File: src/rtl/sm83_pkg.sv
// Shared SM83 front-end types: fetch FSM states, CB prefix and opcode length/legality tables.
package sm83_pkg;

  typedef logic [7:0] instr_t;

  typedef enum logic [2:0] {S_OP, S_CB, S_LO, S_HI, S_HOLD} fetch_state_t;

  localparam logic [7:0] CB_PREFIX = 8'hCB;

  // Number of immediate bytes following an unprefixed opcode.
  function automatic logic [1:0] imm_len(input logic [7:0] op);
    logic [1:0] len;
    case (op)
      8'h06, 8'h0E, 8'h16, 8'h1E, 8'h26, 8'h2E, 8'h36, 8'h3E,
      8'h18, 8'h20, 8'h28, 8'h30, 8'h38,
      8'hC6, 8'hCE, 8'hD6, 8'hDE, 8'hE6, 8'hEE, 8'hF6, 8'hFE,
      8'hE0, 8'hF0, 8'hE8, 8'hF8:                               len = 2'd1;
      8'h01, 8'h11, 8'h21, 8'h31, 8'h08,
      8'hC2, 8'hC3, 8'hC4, 8'hCA, 8'hCC, 8'hCD,
      8'hD2, 8'hD4, 8'hDA, 8'hDC, 8'hEA, 8'hFA:                 len = 2'd2;
      default:                                                  len = 2'd0;
    endcase
    return len;
  endfunction

  function automatic logic is_illegal(input logic [7:0] op);
    logic ill;
    case (op)
      8'hD3, 8'hDB, 8'hDD, 8'hE3, 8'hE4, 8'hEB,
      8'hEC, 8'hED, 8'hF4, 8'hFC, 8'hFD: ill = 1'b1;
      default:                           ill = 1'b0;
    endcase
    return ill;
  endfunction

endpackage

File: src/rtl/sm83_fetch_unit.sv
// SM83 fetch front end: reads opcode, optional CB byte and immediates, then holds
// one complete instruction bundle for the decoder.
module sm83_fetch_unit
  import sm83_pkg::*;
#(
  parameter logic [15:0] RESET_PC = 16'h0000
) (
  input  logic        clk,
  input  logic        rst,
  input  logic        fetch_en,
  output logic        mem_req,
  output logic [15:0] mem_addr,
  input  logic        mem_ack,
  input  logic [7:0]  mem_rdata,
  input  logic        redirect,
  input  logic [15:0] redirect_pc,
  output logic        instr_valid,
  input  logic        instr_ready,
  output logic [7:0]  instr_op,
  output logic        instr_cb,
  output logic [15:0] instr_imm,
  output logic [1:0]  instr_len,
  output logic        instr_illegal,
  output logic [15:0] instr_pc,
  output logic [15:0] next_pc
);

  fetch_state_t state_reg;
  logic [15:0]  pc_reg;
  logic [15:0]  mem_addr_reg;
  logic         mem_req_reg;
  logic         drop_reg;
  logic         valid_reg;
  instr_t       op_reg;
  logic         cb_reg;
  logic [15:0]  imm_reg;
  logic [1:0]   len_reg;
  logic         illegal_reg;
  logic [15:0]  instr_pc_reg;
  logic [15:0]  next_pc_reg;

  logic [15:0]  pc_inc;
  logic [1:0]   op_imm_len;
  logic         byte_taken;
  logic         bundle_done;

  always_comb begin
    pc_inc      = pc_reg + 16'd1;
    op_imm_len  = imm_len(mem_rdata);
    // A byte belongs to the current bundle only if it was not requested before a redirect.
    byte_taken  = mem_req_reg && mem_ack && !drop_reg && !redirect && (state_reg != S_HOLD);
    bundle_done = 1'b0;
    if (byte_taken) begin
      case (state_reg)
        S_OP:    bundle_done = (mem_rdata != CB_PREFIX) && (op_imm_len == 2'd0);
        S_CB:    bundle_done = 1'b1;
        S_LO:    bundle_done = (len_reg != 2'd3);
        S_HI:    bundle_done = 1'b1;
        default: bundle_done = 1'b0;
      endcase
    end
  end

  always_ff @(posedge clk) begin
    if (rst) begin
      state_reg    <= S_OP;
      pc_reg       <= RESET_PC;
      mem_addr_reg <= RESET_PC;
      mem_req_reg  <= 1'b0;
      drop_reg     <= 1'b0;
      valid_reg    <= 1'b0;
      op_reg       <= '0;
      cb_reg       <= 1'b0;
      imm_reg      <= '0;
      len_reg      <= '0;
      illegal_reg  <= 1'b0;
      instr_pc_reg <= '0;
      next_pc_reg  <= '0;
    end else if (redirect) begin
      state_reg <= S_OP;
      pc_reg    <= redirect_pc;
      valid_reg <= 1'b0;
      // An unacknowledged read must finish at its old address; its data is thrown away.
      if (mem_req_reg && !mem_ack) begin
        drop_reg <= 1'b1;
      end else begin
        drop_reg     <= 1'b0;
        mem_req_reg  <= fetch_en;
        mem_addr_reg <= redirect_pc;
      end
    end else if (drop_reg) begin
      if (mem_ack) begin
        drop_reg     <= 1'b0;
        mem_req_reg  <= fetch_en;
        mem_addr_reg <= pc_reg;
      end
    end else begin
      if (byte_taken) begin
        pc_reg       <= pc_inc;
        mem_addr_reg <= pc_inc;
      end
      case (state_reg)
        S_OP: begin
          if (!mem_req_reg) begin
            mem_req_reg  <= fetch_en;
            mem_addr_reg <= pc_reg;
          end else if (mem_ack) begin
            op_reg       <= mem_rdata;
            instr_pc_reg <= pc_reg;
            cb_reg       <= 1'b0;
            imm_reg      <= '0;
            if (mem_rdata == CB_PREFIX) begin
              len_reg     <= 2'd2;
              illegal_reg <= 1'b0;
              state_reg   <= S_CB;
            end else begin
              len_reg     <= op_imm_len + 2'd1;
              illegal_reg <= is_illegal(mem_rdata);
              state_reg   <= S_LO;
            end
          end
        end
        S_CB: if (mem_ack) begin
          op_reg <= mem_rdata;
          cb_reg <= 1'b1;
        end
        S_LO: if (mem_ack) begin
          imm_reg[7:0] <= mem_rdata;
          state_reg    <= S_HI;
        end
        S_HI: if (mem_ack) imm_reg[15:8] <= mem_rdata;
        S_HOLD: if (instr_ready) begin
          valid_reg   <= 1'b0;
          state_reg   <= S_OP;
          mem_req_reg <= fetch_en;
        end
        default: state_reg <= S_OP;
      endcase
      // Completion overrides the per-state next-state chosen above.
      if (bundle_done) begin
        state_reg   <= S_HOLD;
        valid_reg   <= 1'b1;
        mem_req_reg <= 1'b0;
        next_pc_reg <= pc_inc;
      end
    end
  end

  assign mem_req       = mem_req_reg;
  assign mem_addr      = mem_addr_reg;
  assign instr_valid   = valid_reg;
  assign instr_op      = op_reg;
  assign instr_cb      = cb_reg;
  assign instr_imm     = imm_reg;
  assign instr_len     = len_reg;
  assign instr_illegal = illegal_reg;
  assign instr_pc      = instr_pc_reg;
  assign next_pc       = next_pc_reg;

endmodule

File: config.mk
export PLATFORM = sky130hd
export DESIGN_NAME = sm83_fetch_unit
export DESIGN_NICKNAME = d
export VERILOG_FILES = /design/src/rtl/sm83_pkg.sv /design/src/rtl/sm83_fetch_unit.sv
export SDC_FILE = /design/constraint.sdc
export NUM_CORES = 1
export LEC_CHECK = 0
export CAP_MARGIN = 20
export CORE_MARGIN = 1.5
export CORE_UTILIZATION = 40
export DETAILED_ROUTE_END_ITERATION = 12
export PLACE_DENSITY = 0.69
export SYNTH_ARGS = -nofsm -noshare
export SYNTH_HDL_FRONTEND = slang
export SYNTH_SLANG_ARGS = --single-unit
File: constraint.sdc
create_clock -name clk -period 2.5 [get_ports clk]
set_input_delay 0.375 -clock clk [delete_from_list [all_inputs] [get_ports clk]]
set_output_delay 0.375 -clock clk [all_outputs]
set_load 0.01 [all_outputs]
==> flow_metrics.env <==
export IMPL_seq_area_frac_synth_pct=41.86
export IMPL_placed_cell_area_um2=6146
export IMPL_p_per_area_nw_per_um2=577.8
export IMPL_synth_top_cell_area_share_pct=41.86
export IMPL_vdd_drop_max_mv=0.3947
export IMPL_crit_chain="dlygate4sd2_1 > or4_4 > o21ai_2 > nand2_1 > nor2_2 > a211oi_2 > ha_2 > nor4b_4 > o31ai_2 > a21oi_2 > buf_4 > or3_4 > a211oi_2"
export IMPL_ctsHoldBuffers=0
export IMPL_critPathLaunch="mem_rdata[7]"
export IMPL_power_mw=3.808
export IMPL_relSlewSlack_pct=46.72
export IMPL_worstPathMaxFanout=3
export IMPL_routedWlPerCell_um=18.29
export IMPL_initial_core_util_pct=41.05
export IMPL_grt_pass1_wl_mm=24.67
export IMPL_period_share_pct=97.58
export IMPL_cp_slowest_stage_delay_ns=0.52
export IMPL_drv_cap=0
export IMPL_rsz0062_at_grt="true"
export IMPL_finalWirelength_mm=15.44
export IMPL_grt_usage_pct=24.67
export IMPL_die_w_um=111.2
export IMPL_synth_edf_count=0
export IMPL_synth_most_common_cell="dfxtp_1"
export IMPL_die_h_um=111.2
export IMPL_place_ws_ns=-0.5036
export IMPL_syn_area_per_cell_um2=8.180
export IMPL_syn_inst=573
export IMPL_design_area_um2=6590
export IMPL_layout_setup_ws_ns=0.06051
export IMPL_slew_violations=0
export IMPL_grt_pass1_vias=4703
export IMPL_total_leakage_power_nw=2.413
export IMPL_drc=0
export IMPL_period_needed_ns=2.439
export IMPL_place_congestion=0.9330
export IMPL_drive_gt1_share_pct=14.55
export IMPL_cp_num_buf_inv=2
export IMPL_synth_nets=605
export IMPL_endpoint_kind="flop"
export IMPL_ys_ff_latch=98
export IMPL_antenna_found_initial=0
export IMPL_port_buffer_count=107
export IMPL_num_vias=4909
export IMPL_timing_fmax_mhz=409.9
export IMPL_worstMarginPinSlew_ns=0.7962
export IMPL_whs_ns=0.3927
export IMPL_ios=108
export IMPL_hold_viol=0
export IMPL_yosys_warnings=0
export IMPL_hold_path_class="in -> reg"
export IMPL_fin_worst_skew_ns=0.007690
export IMPL_dp_hpwl_mm=10.71
export IMPL_cts_sinks=98
export IMPL_setup_violations=0
export IMPL_dr_pass1_iters=5
export IMPL_required_ns=2.76
export IMPL_hp_start="rst"
export IMPL_status="complete, no violations"
export IMPL_cts_max_path_buffers=2
export IMPL_critPathKind="in -> reg"
export IMPL_r2r_start="state_reg[0]"
export IMPL_root_buffer="clkbuf_16"
export IMPL_synthArstFlopShare_pct=0
export IMPL_cp_top_family="simple AND/OR/NAND/NOR gates"
export IMPL_area_growth_pct=40.60
export IMPL_rows=39
export IMPL_synth_top_area_cell="dfxtp_1"
export IMPL_synthTopCellsByArea="dfxtp_1, nor2_1, a21oi_1"
export IMPL_grt_max_degree=73
export IMPL_fillerInstances=1032
export IMPL_crit_top_cell="a211oi_2"
export IMPL_synth_cell_types=61
export IMPL_ant_nets=0
export IMPL_fin_nets=729
export IMPL_cts_buffers=9
export IMPL_core_area_um2=11420
export IMPL_cp_data_arrival_time_ns=2.70
export IMPL_crit_slowest_cell="or4_4"
export IMPL_clkTransAtPathRegs_ns=0.07
export IMPL_start_kind="input pin"
export IMPL_dieArea_um2=12380
export IMPL_synth_common_cells="dfxtp_1, nor2_1, nand2_1, a21oi_1, clkbuf_1"
export IMPL_overflow=0
export IMPL_utilization_pct=57.71
export IMPL_syn_area_um2=4687
export IMPL_cts_tree="built"
export IMPL_drt_iter0_drc=599
export IMPL_via_per_inst=5.816
export IMPL_htree_levels=3
export IMPL_ys_flop_type="dfxtp_1"
export IMPL_clk_latency_ns=0.35
export IMPL_n_antenna_cell=0
[kinds of logic after synthesis]
kind of cell,after synthesis,synth area share (%)
flops,98,41.86
simple gates,218,22.66
buf+inv,62,5.392
compound gates,160,22.88
xor+xnor,15,2.803
mux,18,3.871
fa+ha+maj,2,0.5338
[report_power, final]
group          leakage, nW  total [mW]  switching [mW]  internal [mW]
sequential           0.797        1.68          0.0567           1.62
clock                0.158        1.50           0.602          0.897
combinational         1.46       0.630           0.336          0.294
[area by class of cell]
class	instances	area [um2]	area share (%)
Multi-Input combinational cell	413	2551	38.71
Sequential cell	98	1962	29.77
Timing Repair Buffer	166	1546	23.47
Clock buffer	10	239.0	3.626
Tap cell	143	178.9	2.715
Clock inverter	5	78.83	1.196
Inverter	9	33.78	0.5126
[path summary, 6_finish.rpt]
check                       end  slack [ns]  cells past startpoint
setup reg to reg  instr_imm[13]        0.31                      4
hold / removal       next_pc[2]        0.39                      2
hold reg to reg    instr_pc[14]        0.45                      2
setup / recovery   state_reg[1]        0.06                     13
[metal layers]
layer / up-vias / global-route usage (%) / share of wire, %
li1: 2317 / - / -
met2: 211 / 36.73 / 44
met1: 2350 / 36.08 / 47
met3: 31 / 4.155 / 6.6
met5: - / 0 / 0
met4: 0 / 8.186 / 1.9
[placed cells by master (no fill, tap or decap), types with 11 or more instances in the layout]
cell type,instances
clkdlybuf4s50_1,100
dfxtp_1,98
nor2_1,77
nand2_1,55
buf_4,53
a21oi_1,44
o21ai_0,23
mux2i_1,17
nor2b_1,14
a22oi_1,13
a31oi_1,13
a22o_1,11
[worst register-to-register path, cell delays in order (launching register included)]
cell	delay [ns]
dfxtp_1	0.55
nor4_2	0.10
nor2_1	0.62
a31oi_1	0.46
a22o_1	0.35
[timing repair]
| item | CTS | global route |
|---|---|---|
| setup endpoints to repair | 21 | 20 |
| pin swaps | 11 | 4 |
| resized for setup | 18 | 12 |
| gates cloned | 1 | 0 |
| setup buffers | 3 | 1 |
[stage by stage]
step / setup TNS (ns) / std cells
finish: 0 / 844
global route: -0.02771 / 844
CTS: 0 / 842
detailed placement: -10.31 / 823
global placement: -8.902 / 823
floorplan: -0.01119 / 573
(Power assumes the default switching activity.)
